--- src/rtl/onehot_enc_pkg.sv ---
// rtl/onehot_enc_pkg.sv - shared state encoding for the sequential one-hot encoder
package onehot_enc_pkg;

  typedef enum logic {
    IDLE = 1'b0,
    SCAN = 1'b1
  } enc_state_e;

endpackage

--- src/rtl/prio_enc_lsb.sv ---
// rtl/prio_enc_lsb.sv - combinational lowest-set-bit priority encoder
module prio_enc_lsb #(
  parameter int N = 4,
  localparam int W = $clog2(N)
) (
  input  logic [N-1:0] in,
  output logic [W-1:0] idx,
  output logic         any,
  output logic         single
);

  // Scan from the top down so the lowest set bit is the last one to win.
  always_comb begin
    idx = '0;
    for (int i = N - 1; i >= 0; i--) begin
      if (in[i]) idx = W'(i);
    end
  end

  assign any    = |in;
  assign single = any && ((in & (in - N'(1))) == '0);

endmodule

--- src/rtl/onehot_seq_encoder.sv ---
// rtl/onehot_seq_encoder.sv - drains a multi-hot request vector as one index per cycle
module onehot_seq_encoder
  import onehot_enc_pkg::*;
#(
  parameter int N = 4,
  localparam int W = $clog2(N)
) (
  input  logic         clk,
  input  logic         rst_n,
  input  logic [N-1:0] req,
  input  logic         req_valid,
  output logic         in_ready,
  output logic [W-1:0] code,
  output logic         code_valid,
  input  logic         code_ready,
  output logic         code_last,
  output logic         zero_pulse
);

  enc_state_e   state_q, state_d;
  logic [N-1:0] pending_q, pending_d;
  logic         zero_pulse_q, zero_pulse_d;
  logic [W-1:0] enc_idx;
  logic         enc_any;
  logic         enc_single;
  logic [N-1:0] clear_mask;
  logic         accept;

  prio_enc_lsb #(.N(N)) u_prio_enc (
    .in     (pending_q),
    .idx    (enc_idx),
    .any    (enc_any),
    .single (enc_single)
  );

  assign clear_mask = N'(1) << enc_idx;
  assign accept     = code_valid && code_ready;

  always_ff @(posedge clk or negedge rst_n) begin
    if (!rst_n) begin
      state_q      <= IDLE;
      pending_q    <= '0;
      zero_pulse_q <= 1'b0;
    end else begin
      state_q      <= state_d;
      pending_q    <= pending_d;
      zero_pulse_q <= zero_pulse_d;
    end
  end

  // Loads only happen from IDLE, so the final accept always leaves one bubble cycle.
  always_comb begin
    state_d      = state_q;
    pending_d    = pending_q;
    zero_pulse_d = 1'b0;
    case (state_q)
      IDLE: begin
        if (req_valid) begin
          if (req != '0) begin
            pending_d = req;
            state_d   = SCAN;
          end else begin
            zero_pulse_d = 1'b1;
          end
        end
      end
      SCAN: begin
        if (accept) begin
          pending_d = pending_q & ~clear_mask;
          if (enc_single) state_d = IDLE;
        end
      end
      default: state_d = IDLE;
    endcase
  end

  // Outputs derive from registered state only, so back-pressure holds them stable.
  always_comb begin
    in_ready   = (state_q == IDLE);
    code_valid = (state_q == SCAN) && enc_any;
    code       = code_valid ? enc_idx : '0;
    code_last  = code_valid && enc_single;
    zero_pulse = zero_pulse_q;
  end

endmodule
--- config.mk ---
export PLATFORM = sky130hd
export DESIGN_NAME = onehot_seq_encoder
export DESIGN_NICKNAME = d
export VERILOG_FILES = /design/src/rtl/onehot_enc_pkg.sv /design/src/rtl/prio_enc_lsb.sv /design/src/rtl/onehot_seq_encoder.sv
export SDC_FILE = /design/constraint.sdc
export NUM_CORES = 1
export LEC_CHECK = 0
export CORE_AREA = 2 2 39 41
export CTS_CLUSTER_SIZE = 12
export DETAILED_ROUTE_END_ITERATION = 12
export DIE_AREA = 0 0 41 43
export PLACE_DENSITY = 0.54
export SYNTH_ARGS = -nofsm -noshare
export SYNTH_HDL_FRONTEND = slang
export SYNTH_SLANG_ARGS = --single-unit
--- constraint.sdc ---
create_clock -name clk -period 2 [get_ports clk]
set_input_delay 0.4 -clock clk [delete_from_list [all_inputs] [get_ports clk]]
set_output_delay 0.4 -clock clk [all_outputs]
set_load 0.01 [all_outputs]
==> results.md <==
- Initial DRC Count: 7
- Leakage power: 0.275 nW
- Final setup viols: 0
- Area of the multi-input gates: 206 um2
- FF+latch area: 151 um2
- Top Metal Used: met4
- Hold crit path type: input port to async pin
- FF-to-FF path depth: 4
- Setup Skew: 1.34 ps
- Gpl congestion: 0.779
- Final #Nets: 66
- Via count: 360
- Critical path arrival: 1570 ps
- CP max FO: 5
- Outcome: finished, final reports clean
- Peak VDD IR: 0.687 mV
- Hpwl dp: 641 um
- Layout cells sized above 1: 0.304
- # IOs: 14
- Placed Area: 532 um2
- Initial antenna violation count: 0
- Finished Core Util: 0.421
- TritonCTS Buffers: 3
- Avg Inst Size Synth: 9.97 um2
- Die Width: 41 um
- IO buf count: 13
- ANT cells: 0
- Syn Inst Count: 36
- Fillers: 128
- Core Region: 0.00138 mm2
- CTS clk-pin slew, worst paths: 50 ps
- Max-Cap Viols: 0
- Hold Slack: 401 ps
- Worst-skew pair later-pin latency: 250 ps
- GRT Overall Usage: 0.115
- Initial core utilization: 0.259
- Worst slew pin tran: 325 ps
- Vias per cell: 5.00
- WS Path Type: flop to output port
- Largest net degree at the start of global routing: 8
- Max Clock Freq: 508 MHz
- Final instance area: 583 um2
- Flops & latches, synth: 6
- Routed Antenna Nets: 0
- DRT Pass-1 Iters: 4
- # hold bufs at CTS: 0
- Most frequent cells in the layout: clkdlybuf4s50_1 (9), buf_4 (6), dfrtp_1 (5), a21oi_1 (3), clkbuf_4 (3)
- Met1 Routed Length: 450 um
- Critical path startpoint category: flop
- CTS tree: yes
- WL met3: 85 um
- Vias in the first global route: 293
- Fin crit share: 0.984
- R2r setup slk: 570 ps
- FP Rows: 14
- Die H: 43 um
- Seq/Total Area, Yosys: 0.418
- DR DRC count: 0
- Total grt overflow: 0
- Average wire per standard cell: 12.9 um
- Drt total wl: 932 um
- Commonest non-fill, non-tap cell in the layout: clkdlybuf4s50_1
- Clk sinks: 6
- Final min period: 1970 ps
- PwrDens: 1490 mW/mm2
- Met2 wire len: 384 um
- Post-synth top area share: 0.418
- Largest area contributor in the netlist: dfrtp_1
- Post-Syn Nets: 44
- Yosys cell types: 23
- Clk buf depth: 2
- CP endpoint kind: output port
- H-tree depth: 1
- Pins Over Slew Limit: 0
- Root Buffer: clkbuf_4
- Post-Syn Area: 359 um2
- First-pass GRT wire length: 1330 um
- Hold Violations, Final: 0
- Die ar.: 0.00176 mm2
- Ys Warns: 0
- Layout area overhead: 62.4%
- Fin Setup TNS: 0 ps
- CP required: 1600 ps
- Max_slew headroom: 0.783
- Synth top area cells: dfrtp_1 (42%), a221o_2 (6.3%), nor4b_1 (4.9%)
==> cell type report <==
| type | count | area share |
|---|---|---|
| multi-input cells | 26 | 0.354 |
| repair buffers | 19 | 0.300 |
| inverters | 2 | 0.0129 |
| clock buffers | 3 | 0.0386 |
| flip-flops and latches | 6 | 0.260 |
| well taps | 16 | 0.0343 |
==> synthesized netlist by cell type <==
cell type / n
and2b_2: 1
a22o_1: 1
nor4b_1: 2
nor4_1: 1
a211o_1: 1
o311a_1: 1
or4_4: 1
a22oi_2: 1
xor2_1: 1
nor3_1: 2
and2_1: 1
a21boi_0: 1
inv_1: 2
nor2_1: 2
a31oi_1: 1
a221o_2: 2
nand2_1: 1
nor2b_1: 1
clkbuf_1: 2
dfrtp_1: 6
a221o_1: 1
a21oi_1: 3
and3_1: 1
==> what timing repair did <==
action / CTS / global route
pin swaps: 0 / 1
setup endpoints to repair: 3 / 2
buffers inserted: 1 / 1
resized for setup: 5 / 3
==> where the power goes <==
part | internal [mW] | switching, mW
registers | 0.168 | 0.0631
logic | 0.292 | 0.227
clock network | 0.0683 | 0.0496
total | 0.528 | 0.340
==> layer usage <==
layer / vias to the layer above / global-route usage
met4: 0 / 0.0600
met5: - / 0
met1: 162 / 0.169
li1: 182 / -
met3: 2 / 0.0471
met2: 14 / 0.138
==> per-stage QoR <==
stage | worst slack, ps | instances | total power, mW
floorplan | 437 | 36 | 0.491
global placement | 82.7 | 67 | 0.739
detailed placement | 88.7 | 67 | 0.728
CTS | 36.9 | 71 | 0.848
global route | -14.3 | 72 | 0.925
finish | 31.6 | 72 | 0.868
==> final timing paths <==
path / end / from
min in group clk: pending_q[3] / pending_q[3]
min: zero_pulse / rst_n
max reg2reg: pending_q[3] / state_q
max: code_last / pending_q[1]
max in group asynchronous: pending_q[1] / rst_n
min reg2reg: pending_q[3] / pending_q[3]
==> sequential cells by signal, indices dropped and copies added, names as in the netlist <==
signal,flops
state_q,1
zero_pulse,1
pending_q,4
==> critical path: stages (launching register included) <==
cell and delay, ps:
dfrtp_2 440, xor2_1 190, a211o_1 310, and2_1 160, clkdlybuf4s15_1 220
==> logic make-up after synthesis <==
logic type / count (synthesis) / share of synthesized area
buffers and inverters: 4 / 0.0418
AO/OA/AOI/OAI: 12 / 0.282
AND/OR/NAND/NOR: 13 / 0.234
flip-flops: 6 / 0.418
XOR/XNOR: 1 / 0.0244
Note: power is estimated with default switching activity, not from simulation.
